`src/rtl/ifu_pcgen_ctrl.sv`:
```
// ifu_pcgen_ctrl: fetch PC generation for the instruction fetch unit.
// Keeps at most one fetch request outstanding, computes the next PC from the
// mini-decoded response (sequential or BPU-predicted) and handles EXU
// redirects (flushes).
// Optional debug/WFI halt support is enabled by defining IFU_PCGEN_HALT_EN;
// without it halt_req is ignored and halt_ack is tied low.
module ifu_pcgen_ctrl #(
  parameter int PC_SIZE = 32
) (
  input  logic               clk,
  input  logic               rst_n,
  input  logic [PC_SIZE-1:0] pc_rtvec,
  output logic               ifu_req_valid,
  input  logic               ifu_req_ready,
  output logic [PC_SIZE-1:0] ifu_req_pc,
  input  logic               ifu_rsp_valid,
  output logic               ifu_rsp_ready,
  input  logic               dec_rv32,
  input  logic               prdt_taken,
  input  logic [PC_SIZE-1:0] prdt_pc_add_op1,
  input  logic [PC_SIZE-1:0] prdt_pc_add_op2,
  input  logic               bpu_wait,
  output logic [PC_SIZE-1:0] pc_r,
  input  logic               pipe_flush_req,
  output logic               pipe_flush_ack,
  input  logic [PC_SIZE-1:0] pipe_flush_pc,
  input  logic               halt_req,
  output logic               halt_ack
);

  typedef enum logic [1:0] {
    ST_RESET    = 2'd0,
    ST_ISSUE    = 2'd1,
    ST_WAIT_RSP = 2'd2
`ifdef IFU_PCGEN_HALT_EN
    ,
    ST_HALTED   = 2'd3
`endif
  } state_e;

  state_e             state_q, state_d;
  logic [PC_SIZE-1:0] req_pc_q, req_pc_d;
  logic [PC_SIZE-1:0] pc_q, pc_d;
  logic               flush_pend_q, flush_pend_d;
  logic [PC_SIZE-1:0] flush_pc_q, flush_pc_d;

  logic               flush_ack_s;
  logic               flush_eff_s;
  logic [PC_SIZE-1:0] flush_tgt_s;
  logic               rsp_acc_s;
  logic [PC_SIZE-1:0] add_a_s;
  logic [PC_SIZE-1:0] add_b_s;
  logic [PC_SIZE-1:0] add_sum_s;
  logic [PC_SIZE-1:0] add_res_s;

  // Flush handshake, response handshake and the single shared next-PC adder.
  always_comb begin
    flush_ack_s = pipe_flush_req & ~flush_pend_q & (state_q != ST_RESET);
    // A flush acked in the same cycle as a response is treated as pending.
    flush_eff_s = flush_pend_q | flush_ack_s;
    flush_tgt_s = flush_pend_q ? flush_pc_q : pipe_flush_pc;
    ifu_rsp_ready = (state_q == ST_WAIT_RSP) & (flush_pend_q | ~bpu_wait);
    rsp_acc_s   = ifu_rsp_valid & ifu_rsp_ready;
    add_a_s     = prdt_taken ? prdt_pc_add_op1 : pc_q;
    add_b_s     = prdt_taken ? prdt_pc_add_op2
                             : (dec_rv32 ? PC_SIZE'(32'd4) : PC_SIZE'(32'd2));
    add_sum_s   = add_a_s + add_b_s;
    add_res_s   = {add_sum_s[PC_SIZE-1:1], 1'b0};
  end

  // Next-state logic for the FSM and the PC/flush bookkeeping registers.
  always_comb begin
    state_d      = state_q;
    req_pc_d     = req_pc_q;
    pc_d         = pc_q;
    flush_pend_d = flush_pend_q;
    flush_pc_d   = flush_pc_q;
    if (flush_ack_s) begin
      flush_pend_d = 1'b1;
      flush_pc_d   = pipe_flush_pc;
    end else begin
      flush_pend_d = flush_pend_q;
      flush_pc_d   = flush_pc_q;
    end
    case (state_q)
      ST_RESET: begin
        state_d  = ST_ISSUE;
        req_pc_d = pc_rtvec;
      end
      ST_ISSUE: begin
        if (ifu_req_ready) begin
          pc_d    = req_pc_q;
          state_d = ST_WAIT_RSP;
        end else begin
          state_d = ST_ISSUE;
        end
      end
      ST_WAIT_RSP: begin
        if (rsp_acc_s) begin
          // A pending redirect discards the response and its BPU result.
          req_pc_d     = flush_eff_s ? flush_tgt_s : add_res_s;
          flush_pend_d = 1'b0;
`ifdef IFU_PCGEN_HALT_EN
          state_d      = halt_req ? ST_HALTED : ST_ISSUE;
`else
          state_d      = ST_ISSUE;
`endif
        end else begin
          state_d = ST_WAIT_RSP;
        end
      end
`ifdef IFU_PCGEN_HALT_EN
      ST_HALTED: begin
        if (flush_pend_q) begin
          req_pc_d     = flush_pc_q;
          flush_pend_d = 1'b0;
        end else begin
          req_pc_d = req_pc_q;
        end
        if (!halt_req) begin
          state_d = ST_ISSUE;
        end else begin
          state_d = ST_HALTED;
        end
      end
`endif
      default: begin
        state_d = ST_RESET;
      end
    endcase
  end

  // State and PC registers; reset abandons any outstanding request.
  always_ff @(posedge clk or negedge rst_n) begin
    if (!rst_n) begin
      state_q      <= ST_RESET;
      req_pc_q     <= '0;
      pc_q         <= '0;
      flush_pend_q <= 1'b0;
      flush_pc_q   <= '0;
    end else begin
      state_q      <= state_d;
      req_pc_q     <= req_pc_d;
      pc_q         <= pc_d;
      flush_pend_q <= flush_pend_d;
      flush_pc_q   <= flush_pc_d;
    end
  end

  assign ifu_req_valid  = (state_q == ST_ISSUE);
  assign ifu_req_pc     = req_pc_q;
  assign pc_r           = pc_q;
  assign pipe_flush_ack = flush_ack_s;

`ifdef IFU_PCGEN_HALT_EN
  assign halt_ack = (state_q == ST_HALTED);
`else
  logic unused_halt_req_s;
  assign unused_halt_req_s = halt_req;
  assign halt_ack = 1'b0;
`endif

endmodule

```
`config.mk`:
```
export PLATFORM = sky130hd
export DESIGN_NAME = ifu_pcgen_ctrl
export DESIGN_NICKNAME = d
export VERILOG_FILES = /design/src/rtl/ifu_pcgen_ctrl.sv
export SDC_FILE = /design/constraint.sdc
export NUM_CORES = 1
export LEC_CHECK = 0
export ABC_AREA = 1
export ABC_CLOCK_PERIOD_IN_PS = 1700
export CORE_UTILIZATION = 40
export CTS_CLUSTER_DIAMETER = 30
export DETAILED_ROUTE_END_ITERATION = 6
export PLACE_DENSITY = 0.83
export SKIP_CTS_REPAIR_TIMING = 1
export SLEW_MARGIN = 20
export SYNTH_ARGS = -nofsm -noshare
export SYNTH_HDL_FRONTEND = slang
export SYNTH_SLANG_ARGS = --single-unit
```
`constraint.sdc`:
```
create_clock -name clk -period 1.7 [get_ports clk]
set_input_delay 0.51 -clock clk [delete_from_list [all_inputs] [get_ports clk]]
set_output_delay 0.51 -clock clk [all_outputs]
set_load 0.02 [all_outputs]
```
======== Yosys cells after proc, flatten, opt, wreduce, memory -nomap -nowiden ========
Cells that the tools add are included.
cells by class
  bitwise operators ....................... 8
  reductions and logical operators ........ 5
  eq/ne operators ......................... 3
  $add $sub $neg .......................... 1
  mux-type cells .......................... 13
operators by type and width
  cell                  count
  $mux W32              5
  $pmux W32 S2          1
  $add A32 B32 Y32      1
  $pmux W2 S3           1
  $and A1 B1 Y1         4
  $mux W2               2
  $reduce_and A2 Y1     2
  $reduce_bool A2 Y1    2
  $mux W1               3
  $mux W3               1
  $eq A2 B1 Y1 const B  1
  $eq A2 B2 Y1 const B  1
  $logic_not A2 Y1      1
  $ne A2 B2 Y1 const B  1
  $not A1 Y1            2
  $or A1 B1 Y1          2
storage, ports and cells
  flip-flop bits (word level) ............. 99
  logic and storage cells ................. 35
  bits of input ports ..................... 137
  output and inout port bits .............. 68

======== Logic depth before layout (Yosys ltp) ========
Gate-level depths: netlist (run 1).
  depth after elaboration ................. 7
  mapped depth ............................ 21
  gate-level depth less buffers ........... 20

======== Worst setup path before layout (run 1) ========
OpenSTA, ideal clock, no wires.
  path type ............................... input-to-reg
  from .................................... input prdt_taken
  to ...................................... register req_pc_q[31] (netlist: ifu_req_pc[31])
  stages on the path ...................... 15
  library setup time ...................... 116 ps
  path buffers ............................ 3
  slack ................................... -900 ps
  arrival time ............................ 2484 ps
  required time ........................... 1584 ps
  cells stage by stage .................... buf_2 clkbuf_1 buf_1 nand2_1 inv_1 ha_1 a21oi_1 a21boi_0 nand2_1 a21oi_1 nand3_1 nand3_1 nand2_1 nand2_1 nand2_1
between the ends
  longest elaborated chain between the ends .. 5
  elaborated cells between the ends (all ways) .. 6
  those cells by class .................... 1 x add/sub; 5 x mux
ends and longest elaborated chain
  element                      line    RTL
  start: declaration           19      input logic prdt_taken,
  $mux W32 (on tied branches)  64, 65
  $add A32 B32 Y32 *           67      add_sum_s = add_a_s + add_b_s;
  $mux W32 *                   101     req_pc_d = flush_eff_s ? flush_tgt_s : add_res_s;
  $mux W32 *                   99      if (rsp_acc_s) begin
  $pmux W32 S2 *               85      case (state_q)
  end signal: assignment       143     req_pc_q <= req_pc_d;
  end: declaration             42      logic [PC_SIZE-1:0] req_pc_q, req_pc_d;
Mark *: on every way between the ends. The rest lies on a longest branch, timed or not. The select of a mux whose other input is x is not followed.
A chain may end at the register's enable or synchronous reset.

======== Worst setup path after layout (run 1) ========
  from .................................... input prdt_taken
  to ...................................... register req_pc_q[25] (netlist: ifu_req_pc[25])
The elaborated chain is that of the path after synthesis.

==> flow_summary.ini, run 1 <==
[die]
start_util = 0.4086
dieArea_um2 = 18890
chipHeight_um = 137.5
io_pins = 205
die_width_um = 137.5
core.rowCount = 49
core_um2 = 17960

[drt]
via_count = 10070
dr.first_iter.drc_count = 1203
finalWirelength_mm = 36.51
postRouteAntennaNets = 0
wl_per_cell_um = 20.58
viasPerCell = 5.678
route.detailed.drc = 0
firstDrtPassIters = 7

[final_layout]
diodes = 0
layout.nets = 1708
most-common-layout-cells = nand2_1, buf_4, nand2_2, dlymetal6s2s_1, dfrtp_1
final_area_um2 = 13900
final_common_cell = nand2_1
area_delta_synth_final_pct = 89.36
drive_gt1_frac = 0.4162

[synth]
syn_nets = 1332
yosys.area.top_type = dfrtp_1
synth_top_family_by_area = simple AND/OR/NAND/NOR gates
synth-compound-area-share = 0.08660
synthAdderAreaFrac = 0.05387
netlist_instances = 1164
ys_ff_latch = 99
synth_xor_area_frac = 0.005967
synth-simple-area-share = 0.3842
postSynthAreaPerCell_um2 = 6.305
synth_top_area_frac = 0.3375
synth.area.top_cells = dfrtp_1, nand2_1, inv_1
ys_types = 34
ys_seq_area_frac = 0.3375
syn_area_um2 = 7340
muxShareOfSynthArea = 0.03375
ys_warn_count = 0

[status]
violations = negative setup slack
status = finished with violations

[worst_setup_path]
path_class = in2reg
required_ns = 1.95
cpLargestDelayFamily = simple AND/OR/NAND/NOR gates
worst-path-buf-inv = 3
crit_path_frequent_cell = nand2_1
crit_path_end_kind = flop
cp.arrival_ns = 2.60
slowest_delay_ns = 0.35
path_cells = clkbuf_16 -> clkbuf_16 -> nand2_1 -> nand2_2 -> ha_4 -> nand2_4 -> inv_4 -> nand3_1 -> nor3_1 -> nand2_1 -> nand2_1 -> nand2_1 -> nand3_2 -> nand2_1 -> nand2_1 -> nand2_1
critical_path.max_fanout = 7
cp_slowest_cell = ha_4
cp-start-kind = input pin

[place]
io_buffers = 202
gp_congestion = 0.9645
place_area_um2 = 11340
hpwlAfterDp_mm = 22.71

[timing]
maxSlewViolCount = 0
clock_skew_ns = 0.008976
tns_ns = -12.85
finalHoldViolCount = 0
fin_hold_ws_ns = 0.1026
post-route-period-util = 1.381
clock.fmax_mhz = 425.8
min_period_ns = 2.349
setup_viol_count_final = 32
fin_ws_ns = -0.6485
rsz0062_at_grt = yes

[power_and_ir_drop]
power.leakage_nw = 8.111
peakVddDrop_mv = 1.263
p_per_area_nw_per_um2 = 1426

[global_route]
grt_pass1_vias = 8502
grt-ovfl-total = 0
grt_max_degree = 48
grt_pass1_wl_mm = 44.12
top_usage_layer = met2
use_met1 = 0.4363
gr-usage-met2 = 0.4866
grtUsageTotal = 0.3092
met3_usage = 0.04305
antenna_found_initial = 0

[clock_network]
cts_tree = built
htreeDepth = 3
path_clk_slew_ns = 0.07
clockBufferDepth = 2
cts_made_buffers = 9
clock_sinks = 99
clk_latency_ns = 0.36
cts_root_buf = clkbuf_16

[flow_run]
drv_cap = 0

[worst_hold_path]
hp-class = in2async
==> cells in the mapped netlist, drive strengths merged <==
cell    number
a21o         1
clkbuf      20
fa           1
buf         18
mux2        22
nand3b       4
and2         1
a21oi       59
ha          30
nor2        98
xor2         2
a21boi       1
o21ai       35
nand4        6
nand2      531
nor3         9
conb         1
o211ai      13
or2          3
nand3       59
dfrtp       99
inv        142
xnor2        3
o21bai       6
==> power by group <==
part / switching, W / total, W / leakage (nW) / internal [W]
clock network: 0.00103 / 0.00205 / 0.131 / 0.00102
registers: 0.000839 / 0.00434 / 1.22 / 0.00351
logic: 0.00753 / 0.0134 / 6.76 / 0.00590
==> sequential cells by signal, summed over array words and instances (netlist names) <==
register and count:
flush_pc_q 32, ifu_req_pc 32, state_q 2, flush_pend_q 1, pc_r 32
==> per-stage QoR <==
stage               power [W]  std cells  setup slack (ns)    util
detailed placement    0.01524       1712            -1.009  0.6311
floorplan            0.009907       1164           -0.4878       -
global route          0.02067       1774           -0.6914  0.7737
global placement      0.01497       1712           -0.9988  0.6311
finish                0.01982       1774           -0.6485  0.7737
CTS                   0.01730       1728           -0.6528  0.6466
==> final timing paths <==
| kind | start | end | slack, ns | cells past startpoint |
|---|---|---|---|---|
| max in group asynchronous | rst_n | ifu_req_pc[20] | 1.04 | 2 |
| hold reg to reg | flush_pc_q[5] | flush_pc_q[5] | 0.48 | 2 |
| min in group clk | flush_pc_q[5] | flush_pc_q[5] | 0.48 | 2 |
| setup / recovery | prdt_taken | ifu_req_pc[25] | -0.65 | 16 |
| hold / removal | rst_n | flush_pc_q[3] | 0.10 | 1 |
| setup reg to reg | pc_r[9] | ifu_req_pc[29] | -0.61 | 16 |
==> metal layers <==
metal | share of wire | wire [µm] | vias up
met5 | 0 | 0 | -
li1 | - | - | 4378
met4 | 0.061 | 2216 | 0
met2 | 0.46 | 16910 | 718
met3 | 0.10 | 3832 | 193
met1 | 0.37 | 13550 | 4784
==> kinds of logic (layout without fill, tap and decap cells) <==
group,Yosys count,count (layout)
compound gates,115,115
xor+xnor,5,5
fa+ha+maj,31,31
buf+inv,180,561
flops,99,99
mux,22,22
other cells,1,1
simple gates,711,711
==> layout make-up <==
class,count,area [µm²]
sequential,99,2480
clock inverter,6,48.80
timing repair buffer,401,4187
clock buffer,10,229.0
timing repair inverter,2,27.53
multi-input combinational,885,6075
fill,1033,4065
tap,229,286.5
inverter,142,565.5
No activity file was read; power rests on OpenSTA's default activity.
==> inputs of run 2 (changes only) <==
CORE_ASPECT_RATIO = 1.5   (was unset)
==> run 2 against run 1 <==
  * Non-clock buffer count decreased by 34
  * Sequential power is essentially flat
  * Fmax increased by 4.4%
  * Total power shrank 7.1%
  * Sequential share of layout area is 0.75 points higher
  * First-iteration DRC count is 43% lower
  * Cell area decreased by 4.1%
  * Hold slack got worse by 0.037 ns
  * Wire length down 15%
  * The flow still finishes with violations (negative setup slack)
  * Clock skew increased by 0.0045 ns
  * Combinational power is 11% lower
  * Register-to-register slack better by 0.17 ns
==> flow_summary.ini, run 2 (same netlist as run 1, synthesis figures left out) <==
[timing]
maxSlewViolCount = 0
post-route-period-util = 1.323
min_period_ns = 2.249
fin_hold_ws_ns = 0.06523
fin_ws_ns = -0.5488
finalHoldViolCount = 0
clock_skew_ns = 0.01346
clock.fmax_mhz = 444.7
rsz0062_at_grt = yes
setup_viol_count_final = 32

[drt]
finalWirelength_mm = 31.07
viasPerCell = 5.298
via_count = 9150
firstDrtPassIters = 5
dr.first_iter.drc_count = 681
wl_per_cell_um = 17.99
route.detailed.drc = 0
postRouteAntennaNets = 0

[final_layout]
drive_gt1_frac = 0.3784
fillers = 1181
final_common_cell = nand2_1
finish.utilization = 0.7430
most-common-layout-cells = nand2_1, buf_4, nand2_2, dlymetal6s2s_1, dfrtp_1
layout.nets = 1672
final_area_um2 = 13330
area_delta_synth_final_pct = 81.64

[die]
io_pins = 205
dieArea_um2 = 18910
chipHeight_um = 167.9
core_um2 = 17940
die_width_um = 112.6
start_util = 0.4091
core.rowCount = 60

[global_route]
antenna_found_initial = 1
grt_pass1_vias = 8680
grt-ovfl-total = 0
grtUsageTotal = 0.2951
grt_max_degree = 41
grt_pass1_wl_mm = 43.64

[clock_network]
htreeDepth = 3
clock_sinks = 99
path_clk_slew_ns = 0.08
cts_made_buffers = 9
cts_root_buf = clkbuf_16
clockBufferDepth = 2
clk_latency_ns = 0.36
cts_tree = built

[worst_setup_path]
cp-start-kind = input pin
cp-startpoint = prdt_taken
cp.arrival_ns = 2.48
crit_path_end_kind = flop
r2r_start = pc_r[9]
required_ns = 1.93
critical_path.max_fanout = 12
path_class = in2reg

[place]
gp_congestion = 0.9409
place_area_um2 = 11240
hpwlAfterDp_mm = 21.86
io_buffers = 202
post-place-ws_ns = -1.128

[status]
violations = negative setup slack
status = finished with violations

[power_and_ir_drop]
p_switching_w = 0.008529
pwr-share-seq = 0.237
p_comb_frac = 0.648
p_int_w = 0.009880
power.leakage_nw = 7.741
p_per_area_nw_per_um2 = 1381
netSwitchingFraction = 0.4633
peakVddDrop_mv = 1.509
clock_power_share = 0.115

[worst_hold_path]
hp-class = in2async

[flow_run]
drv_cap = 0
run 2: cell type report:
class,count,area [µm²],area share
Antenna cell,1,2.502,0.0001877
Clock buffer,9,225.2,0.01689
Clock inverter,7,72.57,0.005443
Inverter,142,569.3,0.04270
Multi-Input combinational cell,885,5864,0.4399
Sequential cell,99,2479,0.1859
Tap cell,217,271.5,0.02037
Timing Repair Buffer,367,3847,0.2886
run 2: worst paths after layout:
path | end | slack (ns) | cells after the start
worst max-delay path | ifu_req_pc[27] | -0.55 | 18
worst min-delay path | pc_r[21] | 0.07 | 1
worst max register to register | ifu_req_pc[14] | -0.44 | 16
worst min register to register | flush_pc_q[12] | 0.49 | 2
max in group asynchronous | pc_r[7] | 1.09 | 2
min in group clk | flush_pc_q[12] | 0.49 | 2
run 2: routing by layer:
layer,up-vias,track usage,wire length [µm]
met5,-,0,0
met2,395,0.5303,16150
met1,4354,0.3634,11520
li1,4305,-,-
met3,96,0.02232,1813
met4,0,0.1183,1584
run 2: stage by stage:
step	TNS [ns]	cells	total power, W
CTS	-32.66	1697	0.01700
detailed placement	-37.32	1681	0.01485
finish	-11.81	1727	0.01841
global placement	-35.98	1681	0.01461
floorplan	-11.67	1164	0.009907
global route	-14.85	1727	0.01945
run 2: worst max-delay path, cell delays in order:
cell and delay [ns]:
buf_16 0.15, inv_16 0.07, clkbuf_16 0.16, nand2_1 0.07
nand2_2 0.07, ha_4 0.32, nand2_2 0.10, buf_4 0.17
nor2_4 0.14, nand2_2 0.08, nor2_1 0.12, nand2_1 0.11
nand2_1 0.07, nand2_1 0.06, nand3_2 0.10, nand2_1 0.06
nand2_1 0.05, nand2_1 0.07
run 2: power by group through the flow:
stage / Combinational (W) / Clock (W) / Sequential (W)
6_report: 0.0119 / 0.00212 / 0.00436
5_1_grt: 0.0128 / 0.00222 / 0.00446
4_1_cts: 0.0105 / 0.00214 / 0.00431
3_5_place_dp: 0.0105 / 0 / 0.00435
3_3_place_gp: 0.0103 / 0 / 0.00429
2_1_floorplan: 0.00483 / 0 / 0.00508
==> inputs of run 3 (changes only) <==
DONT_BUFFER_PORTS = 1   (was unset)
PLACE_DENSITY = 0.68   (was 0.83)
==> run 3 against run 2 <==
  * The run ends with negative hold slack, negative setup slack left
  * Final cell count is 13% lower
  * Core utilization is 16 points lower
  * Wire length is 14% lower
  * Clock skew is 0.0017 ns higher
  * Clock power hardly changed
  * Via count is 14% lower
  * Critical path depth is 3 lower
  * First-iteration DRC count is 48% lower
  * Total power is 12% lower
==> flow_summary.ini, run 3 (same netlist as run 1, synthesis figures left out) <==
[place]
io_buffers = 0
post-place-ws_ns = -0.7692
hpwlAfterDp_mm = 20.25
gp_congestion = 0.9107

[die]
dieArea_um2 = 18910
io_pins = 205
core.rowCount = 60
die_width_um = 112.6
chipHeight_um = 167.9
core_um2 = 17940
start_util = 0.4091

[clock_network]
clk_latency_ns = 0.37
cts_made_buffers = 9
cts_tree = built
path_clk_slew_ns = 0.09
cts_root_buf = clkbuf_16
htreeDepth = 3
clockBufferDepth = 2
clock_sinks = 99

[global_route]
grtUsageTotal = 0.2747
grt-ovfl-total = 0
grt_pass1_wl_mm = 39.82
grt_pass1_vias = 7747
grt_max_degree = 100
antenna_found_initial = 0

[worst_setup_path]
path_class = reg2reg
cp.arrival_ns = 2.40
r2r_start = pc_r[16]
cp-start-kind = flop
r2r_slack_ns = -0.44
regToRegEndpoint = ifu_req_pc[24]
critical_path.max_fanout = 2
crit_path_end_kind = flop
cp-startpoint = pc_r[16]
r2r_cells = 15
required_ns = 1.96

[status]
violations = negative hold slack, negative setup slack
status = finished with violations

[timing]
setup_viol_count_final = 33
finalHoldViolCount = 99
fin_hold_ws_ns = -0.1646
maxSlewViolCount = 0
rsz0062_at_grt = yes
fin_ws_ns = -0.4352
post-route-period-util = 1.256
clock_skew_ns = 0.01513
clock.fmax_mhz = 468.3
min_period_ns = 2.135

[final_layout]
final_common_cell = nand2_1
fillers = 1633
area_delta_synth_final_pct = 42.99
most-common-layout-cells = nand2_1, inv_1, buf_4, nand2_2, dfrtp_1
finish.utilization = 0.5849
diodes = 0
layout.nets = 1441
drive_gt1_frac = 0.3772

[power_and_ir_drop]
p_int_w = 0.008362
p_per_area_nw_per_um2 = 1543
p_comb_frac = 0.566
peakVddDrop_mv = 1.229
p_switching_w = 0.007836
total_power_w = 0.01620
clock_power_share = 0.133
power.leakage_nw = 5.512
pwr-share-seq = 0.302
netSwitchingFraction = 0.4838

[drt]
wl_per_cell_um = 17.89
dr.first_iter.drc_count = 354
via_count = 7881
viasPerCell = 5.272
firstDrtPassIters = 5
finalWirelength_mm = 26.75
route.detailed.drc = 0
postRouteAntennaNets = 0

[worst_hold_path]
hp-class = in2async

[flow_run]
drv_cap = 0
-- run 3: metrics by stage --
stage / cells / TNS (ns) / cell area, µm²
after global routing: 1495 / -11.97 / 10500
final: 1495 / -8.423 / 10500
after CTS: 1481 / -9.756 / 9412
after global placement: 1465 / -18.71 / 9112
after floorplan: 1164 / -11.67 / 8046
after detailed placement: 1465 / -19.35 / 9112
-- run 3: worst max-delay path by stage --
stage / end / slack, ns / cells past startpoint
CTS: ifu_req_pc[24] / -0.55 / 15
floorplan: ifu_req_pc[31] / -0.49 / 19
global placement: ifu_req_pc[24] / -0.76 / 15
detailed placement: ifu_req_pc[26] / -0.77 / 17
finish: ifu_req_pc[24] / -0.44 / 15
global route: ifu_req_pc[24] / -0.51 / 15
-- run 3: power groups by stage --
stage / Combinational [W] / Clock [W] / Sequential, W
final: 0.00916 / 0.00215 / 0.00489
after global routing: 0.00996 / 0.00226 / 0.00500
after CTS: 0.00803 / 0.00217 / 0.00488
after detailed placement: 0.00799 / 0 / 0.00492
after global placement: 0.00784 / 0 / 0.00490
after floorplan: 0.00483 / 0 / 0.00508
-- run 3: cell type report --
cell class | instances | area, µm² | area share
Tap cell | 217 | 271.5 | 0.02587
Timing Repair Buffer | 136 | 1217 | 0.1160
Clock buffer | 9 | 225.2 | 0.02146
Sequential cell | 99 | 2477 | 0.2361
Clock inverter | 7 | 73.82 | 0.007034
Multi-Input combinational cell | 885 | 5672 | 0.5404
Inverter | 142 | 558.0 | 0.05317
-- run 3: layer usage --
layer | vias up | share of wire | track usage
met5 | - | 0 | 0
met4 | 0 | 0.047 | 0.1414
met3 | 63 | 0.062 | 0.05436
met2 | 256 | 0.51 | 0.4796
met1 | 3729 | 0.38 | 0.3163
li1 | 3833 | - | -
-- run 3: worst max-delay path: stages (launching register included) --
cell and delay (ns):
dfrtp_1 0.43, nand2_1 0.09, nand2_2 0.06, ha_4 0.28, nand2_4 0.06, nor2_4 0.09
inv_2 0.06, buf_6 0.12, nor3_4 0.25, nand3_2 0.19, nand3_2 0.11, nand2_2 0.05
nand3_2 0.08, nand2_1 0.06, nand2_1 0.05, nand2_1 0.04
